File: src/rtl/parking_pkg.sv
// Shared types and defaults for the parking gate scheduler.
// Latency: n/a (types and constants only).
// Backpressure: n/a.
package parking_pkg;

  typedef enum logic [1:0] {
    IDLE     = 2'd0,
    PULSE_HI = 2'd1,
    PULSE_LO = 2'd2,
    SETTLE   = 2'd3
  } state_t;

  typedef enum logic {
    OP_ENTRY = 1'b0,
    OP_EXIT  = 1'b1
  } op_t;

  localparam int DEF_NUM_GATES = 4;
  localparam int DEF_PULSE_HIGH = 2;
  localparam int DEF_PULSE_LOW  = 2;
  localparam int DEF_CNT_W      = 10;

endpackage

File: src/rtl/rr_arbiter.sv
// Round-robin pick of one requester, searching upward from ptr and wrapping.
// Latency: combinational, same cycle.
// Backpressure: none; caller advances ptr after consuming the pick.
// Ports: req  - request vector
//        ptr  - index where the search starts
//        gnt  - one-hot pick; index - its binary index; valid - any request seen
module rr_arbiter
  import parking_pkg::*;
#(
  parameter int N  = 4,
  parameter int IW = (N > 1) ? $clog2(N) : 1
) (
  input  logic [N-1:0]  req,
  input  logic [IW-1:0] ptr,
  output logic [N-1:0]  gnt,
  output logic [IW-1:0] index,
  output logic          valid
);

  logic [IW-1:0] w_cand;

  always_comb begin
    gnt    = '0;
    index  = '0;
    valid  = 1'b0;
    w_cand = '0;
    for (int i = 0; i < N; i++) begin
      w_cand = IW'((int'(ptr) + i) % N);
      if (!valid && req[w_cand]) begin
        valid       = 1'b1;
        index       = w_cand;
        gnt[w_cand] = 1'b1;
      end
    end
  end

endmodule

File: src/rtl/parking_gate_scheduler.sv
// Serialises per-gate entry/exit requests into single car_entered/car_exited strobes.
// Latency: grant/deny in the same cycle a request is seen in IDLE; strobe rises next cycle; one event per PULSE_HIGH+PULSE_LOW+2 cycles.
// Backpressure: requests are held by the gate until grant or deny; busy marks the event window.
// Ports: clk/rst (sync, active-high); entry_*/exit_* per-gate level requests and class;
//        vacancy flags and occupancy counts from ParkingSystem; car_* strobes and class
//        qualifiers to ParkingSystem; one-hot grant/deny pulses back to the gates; busy.
module parking_gate_scheduler
  import parking_pkg::*;
#(
  parameter int NUM_GATES  = DEF_NUM_GATES,
  parameter int PULSE_HIGH = DEF_PULSE_HIGH,
  parameter int PULSE_LOW  = DEF_PULSE_LOW,
  parameter int CNT_W      = DEF_CNT_W
) (
  input  logic                 clk,
  input  logic                 rst,
  input  logic [NUM_GATES-1:0] entry_req,
  input  logic [NUM_GATES-1:0] entry_is_uni,
  input  logic [NUM_GATES-1:0] exit_req,
  input  logic [NUM_GATES-1:0] exit_is_uni,
  input  logic                 uni_is_vacated_space,
  input  logic                 free_is_vacated_space,
  input  logic [CNT_W-1:0]     uni_parked_car,
  input  logic [CNT_W-1:0]     free_parked_car,
  output logic                 car_entered,
  output logic                 is_uni_car_entered,
  output logic                 car_exited,
  output logic                 is_uni_car_exited,
  output logic [NUM_GATES-1:0] entry_grant,
  output logic [NUM_GATES-1:0] entry_deny,
  output logic [NUM_GATES-1:0] exit_grant,
  output logic [NUM_GATES-1:0] exit_deny,
  output logic                 busy
);

  localparam int GW = (NUM_GATES > 1) ? $clog2(NUM_GATES) : 1;
  localparam int TW = 8;

  state_t          r_state, w_next;
  op_t             r_op;
  logic [TW-1:0]   r_tmr;
  logic [GW-1:0]   r_eptr, r_xptr;
  logic            r_uni_entered, r_uni_exited;

  logic [NUM_GATES-1:0] w_e_gnt, w_x_gnt;
  logic [GW-1:0]        w_e_idx, w_x_idx;
  logic                 w_e_vld, w_x_vld;
  logic                 w_idle, w_e_cls, w_x_cls, w_e_ok, w_x_ok;
  logic                 w_serve_e, w_serve_x, w_fire_e, w_fire_x;

  function automatic logic [GW-1:0] wrap_inc(input logic [GW-1:0] g);
    if (int'(g) >= NUM_GATES - 1) return '0;
    return g + 1'b1;
  endfunction

  rr_arbiter #(.N(NUM_GATES), .IW(GW)) u_entry_arb (
    .req(entry_req), .ptr(r_eptr), .gnt(w_e_gnt), .index(w_e_idx), .valid(w_e_vld)
  );

  rr_arbiter #(.N(NUM_GATES), .IW(GW)) u_exit_arb (
    .req(exit_req), .ptr(r_xptr), .gnt(w_x_gnt), .index(w_x_idx), .valid(w_x_vld)
  );

  // Decisions only in IDLE and never while reset is asserted, so the
  // reset cycle itself shows no grant/deny.
  assign w_idle    = (r_state == IDLE) && !rst;
  assign w_x_cls   = exit_is_uni[w_x_idx];
  assign w_x_ok    = w_x_cls ? (uni_parked_car != '0) : (free_parked_car != '0);
  assign w_e_cls   = entry_is_uni[w_e_idx];
  assign w_e_ok    = w_e_cls ? uni_is_vacated_space : free_is_vacated_space;
  // Exits win so a freed space is visible before the next entry is judged.
  assign w_serve_x = w_idle && w_x_vld;
  assign w_serve_e = w_idle && !w_x_vld && w_e_vld;
  assign w_fire_x  = w_serve_x && w_x_ok;
  assign w_fire_e  = w_serve_e && w_e_ok;

  always_comb begin
    w_next      = r_state;
    entry_grant = '0;
    entry_deny  = '0;
    exit_grant  = '0;
    exit_deny   = '0;
    case (r_state)
      IDLE: begin
        if (w_serve_x) begin
          if (w_x_ok) begin
            exit_grant = w_x_gnt;
            w_next     = PULSE_HI;
          end else begin
            exit_deny = w_x_gnt;
          end
        end else if (w_serve_e) begin
          if (w_e_ok) begin
            entry_grant = w_e_gnt;
            w_next      = PULSE_HI;
          end else begin
            entry_deny = w_e_gnt;
          end
        end
      end
      PULSE_HI: if (r_tmr == TW'(PULSE_HIGH - 1)) w_next = PULSE_LO;
      PULSE_LO: if (r_tmr == TW'(PULSE_LOW - 1))  w_next = SETTLE;
      SETTLE:   w_next = IDLE;
      default:  w_next = IDLE;
    endcase
  end

  always_ff @(posedge clk) begin
    if (rst) begin
      r_state       <= IDLE;
      r_op          <= OP_ENTRY;
      r_tmr         <= '0;
      r_eptr        <= '0;
      r_xptr        <= '0;
      r_uni_entered <= 1'b0;
      r_uni_exited  <= 1'b0;
    end else begin
      r_state <= w_next;
      // Timer counts cycles spent in the current timed state.
      r_tmr   <= ((w_next != r_state) || (r_state == IDLE)) ? '0 : r_tmr + 1'b1;
      if (w_fire_x) begin
        r_op         <= OP_EXIT;
        r_uni_exited <= w_x_cls;
      end
      if (w_fire_e) begin
        r_op          <= OP_ENTRY;
        r_uni_entered <= w_e_cls;
      end
      if (w_serve_x) r_xptr <= wrap_inc(w_x_idx);
      if (w_serve_e) r_eptr <= wrap_inc(w_e_idx);
    end
  end

  assign car_entered        = (r_state == PULSE_HI) && (r_op == OP_ENTRY);
  assign car_exited         = (r_state == PULSE_HI) && (r_op == OP_EXIT);
  // Qualifier shows the new class already in the grant cycle, then holds.
  assign is_uni_car_entered = w_fire_e ? w_e_cls : r_uni_entered;
  assign is_uni_car_exited  = w_fire_x ? w_x_cls : r_uni_exited;
  assign busy               = (r_state != IDLE) || w_fire_e || w_fire_x;

endmodule

File: config.mk
export PLATFORM = sky130hd
export DESIGN_NAME = parking_gate_scheduler
export DESIGN_NICKNAME = d
export VERILOG_FILES = /design/src/rtl/parking_pkg.sv /design/src/rtl/rr_arbiter.sv /design/src/rtl/parking_gate_scheduler.sv
export SDC_FILE = /design/constraint.sdc
export NUM_CORES = 1
export LEC_CHECK = 0
export CAP_MARGIN = 0
export CORE_UTILIZATION = 58
export DETAILED_ROUTE_END_ITERATION = 8
export DONT_BUFFER_PORTS = 1
export PLACE_DENSITY = 0.76
export SYNTH_ARGS = -nofsm -noshare
export SYNTH_HDL_FRONTEND = slang
export SYNTH_SLANG_ARGS = --single-unit
File: constraint.sdc
create_clock -name clk -period 4.1 [get_ports clk]
set_input_delay 0.82 -clock clk [delete_from_list [all_inputs] [get_ports clk]]
set_output_delay 0.82 -clock clk [all_outputs]
set_load 0.02 [all_outputs]
==> summary.md, run 1 <==
• **outcome** finished clean
• **depth of the CTS H-tree** 1
• **standard-cell rows** 21
• **share of the synthesized area in the top cell type** 16.7%
• **hold endpoint** r_tmr[0]
• **nets** 325
• **Worst VDD drop** 0.280 mV
• **cells taking the most area after synthesis** dfxtp_1, ha_1, nor2_1
• **TritonCTS clock tree** yes
• **r2r startpoint** r_eptr[1]
• **number of buffers created by CTS** 3
• **Clk pin slew, worst setup/hold paths** 100 ps
• **Clk Latency, worst-skew pair** 300 ps
• **number of antenna violations at the first check in global routing** 0
• **worst-case reg-to-reg path depth** 11
• **part of the Yosys area used for sequential elements** 16.7%
• **count of pins on the block boundary** 61
• **number of instances in the placed design** 296
• **count of final hold-check violations** 0
• **worst setup margin** 74.1 ps
• **reg2reg setup slack** 1000 ps
• **fraction of power consumed by combinational cells** 77.9%
• **Horiz. Die Dim** 61.2 um
• **area of the core region** 3340 um2
• **all-layer global routing usage** 24.4%
• **first-pass GRT wire length** 7.02 mm
• **initial core utilization** 61.0%
• **drc violations** 0
• **ratio of cells with drive above 1 in the final layout** 32.7%
• **post-detailed-routing wire length** 4.74 mm
• **Detail Route Antenna Nets** 0
• **number of max-slew violations in the final report** 0
• **worst hold start** r_tmr[0]
• **CP dominant cell by count** mux4_2
• **Seq pwr share** 15.6%
• **count of endpoints failing setup in the final report** 0
• **Worst EP arrival** 3210 ps
• **YS warnings** 0
• **Setup WS pre-CTS** 124 ps
• **synthesized instance count** 246
• **standby leakage power** 0.886 nW
• **Max transition margin** 47.2%
• **post-synthesis sequential element count** 17
• **pin slew with the least headroom to its limit** 793 ps
• **power spent charging and discharging nets** 0.684 mW
• **master of the slowest instance on the critical path** mux4_2
• **Detailed Routing Iterations Pass 1** 4
• **max-cap violation count** 0
• **Syn Area/Cell** 8.28 um2
• **most frequent cell after synthesis** nor2_1
• **share of total power consumed by net switching** 48.7%
• **vertical extent of the die** 61.2 um
• **critical-path cell list** inv_2 > ha_4 > mux4_2 > or2_4 > a221o_1 > nand3_2 > mux4_2 > mux2i_4 > nand2b_4 > nor2_1 > buf_4
• **Primary FF master, synth** dfxtp_1
• **clock sink total** 17
• **remaining global-route overflow** 0
• **setup skew after layout** 11.2 ps
• **root buf cell** clkbuf_4
• **post-synthesis instance area** 2040 um2
• **total nets after synthesis** 304
• **Commonest cells post-synth** nor2_1, ha_1, dfxtp_1
• **count of buffers from port buffering** 0
• **fin crit share** 98.2%
• **kind of capture point of the worst setup path** primary output
• **post-route insts no fill** 312
• **capture point of the worst reg-to-reg path** r_state[0]
• **biggest area consumer among synthesized cells** dfxtp_1
• **P&R area growth vs syn** 20.5%
• **sum of net half-perimeters after detailed placement** 3.33 mm
• **Min-Delay Path Depth** 1
• **async set-or-reset flop fraction in the synthesized netlist** 0%
• **Critical Path Fanout Max** 6
• **vias after detailed routing** 1966
• **minimum clock period after layout** 4030 ps
• **Worst Path Required** 3280 ps
• **Max Buffers Root-to-Sink** 2
• **number of global-route vias before repair** 1670
• **areal power density over the cells** 573 nW/um2
• **Critical Path Source Type** register
• **Die Footprint** 3750 um2
• **sum of negative setup slack** 0 ps
• **CTS Hold Bufs** 0
• **library cells used by synthesis** 59
• **P_int** 0.722 mW
• **HP Class** reg -> reg
• **maximum clock frequency** 0.248 GHz
• **critical path start-end classification** reg -> out
• **final weighted congestion in routability-driven placement** 0.845
• **number of antenna cells inserted** 0
• **Clock power frac** 6.5%
• **RSZ-0062 raised after global routing** yes
• **Core Util, Final** 73.5%
• **number of synthesized flops with an enable pin** 0
• **routed length per placed instance** 15.2 um
• **maximum number of pins on one net before global-route repair** 19
• **Max stage delay on crit path** 580 ps
• **violation count after the first detailed-routing iteration** 154
• **via density per instance** 6.30
-- critical path: cells and delay by family (launching register included) --
| kind | cells | cell delay, ps |
|---|---|---|
| fa+ha+maj | 1 | 260 |
| compound gates | 1 | 280 |
| flops | 1 | 350 |
| simple gates | 4 | 670 |
| mux | 3 | 1150 |
| buf+inv | 2 | 200 |
-- registers in the layout (all words and copies together), names as in the netlist --
name,flops
r_op,1
r_uni_entered,1
r_eptr,2
r_state,2
r_tmr,8
r_uni_exited,1
r_xptr,2
-- timing repair --
action | CTS | global route
setup endpoints to repair | 17 | 18
buffers inserted | 8 | 4
resized for setup | 7 | 19
pin swaps | 3 | 7
-- how the worst max path moves through the flow --
stage | startpoint | endpoint | slack, ps | depth (start not counted)
floorplan | r_xptr[0] | exit_deny[0] | 10 | 13
global placement | exit_req[1] | busy | 160 | 7
detailed placement | r_eptr[1] | busy | 120 | 10
CTS | r_xptr[1] | exit_deny[0] | 30 | 10
global route | r_eptr[1] | entry_grant[2] | -40 | 11
finish | r_eptr[1] | entry_grant[0] | 70 | 11
-- power groups by stage --
stage / Combinational, mW / Clock [mW] / Sequential, mW
after floorplan: 0.792 / 0 / 0.220
after global placement: 0.932 / 0 / 0.214
after detailed placement: 0.943 / 0 / 0.216
after CTS: 1.02 / 0.0923 / 0.213
after global routing: 1.19 / 0.0993 / 0.224
final: 1.09 / 0.0917 / 0.220
-- per-stage QoR --
step	cell area, um2	hold WS, ps	total power, mW
3_3_place_gp	2230	457	1.15
5_1_grt	2450	524	1.51
4_1_cts	2360	492	1.33
6_report	2450	488	1.41
2_1_floorplan	2140	441	1.01
3_5_place_dp	2230	470	1.16
-- layout make-up --
type,instances,area [um2]
clock buffer,3,22.5
clock inverter,1,5.00
fill,249,883
inverter,12,50.0
multi-input combinational,204,1740
sequential,17,345
tap,46,57.6
timing repair buffer,29,233
-- logic make-up after synthesis --
family | Yosys count | share of synthesized area [%]
AND/OR/NAND/NOR | 100 | 25.1
XOR/XNOR | 9 | 3.87
flip-flops | 17 | 16.7
multiplexers | 18 | 14.4
adder cells (fa/ha/maj) | 18 | 11.1
AO/OA/AOI/OAI | 59 | 23.0
buffers and inverters | 25 | 5.78
-- routing by layer --
layer	wire, um	GRT usage (%)	vias to the layer above	part of all wire, %
met3	196	4.20	9	4.1
met2	2440	45.5	48	52
met4	57	5.52	0	1.2
li1	-	-	955	-
met5	0	0	-	0
met1	2040	29.1	954	43
-- cells in the final DEF (no fill, tap or decap), drive strengths merged, types with 3 or more instances in the layout --
| master | Yosys | routed |
|---|---|---|
| mux2 | 4 | 4 |
| clkbuf | 6 | 3 |
| dfxtp | 17 | 17 |
| inv | 12 | 12 |
| a22oi | 8 | 8 |
| nor2 | 45 | 45 |
| nor4 | 5 | 5 |
| xnor2 | 6 | 6 |
| mux2i | 6 | 6 |
| mux4 | 8 | 8 |
| o211ai | 3 | 3 |
| a21oi | 6 | 6 |
| nor2b | 8 | 8 |
| buf | 7 | 29 |
| xor2 | 3 | 3 |
| nand3b | 3 | 3 |
| nand3 | 9 | 9 |
| a221oi | 9 | 9 |
| nand2 | 12 | 12 |
| o21ai | 8 | 8 |
| ha | 18 | 18 |
| nor3 | 4 | 4 |
| nand2b | 6 | 6 |
| a211oi | 3 | 3 |
Note: power is estimated with default switching activity, not from simulation.
==> run 2: changes to the inputs <==
Settings changed: SLEW_MARGIN set to 10.
==> results of run 2 <==
Same layout as run 1: the final DEF is identical, and so are final timing and power.
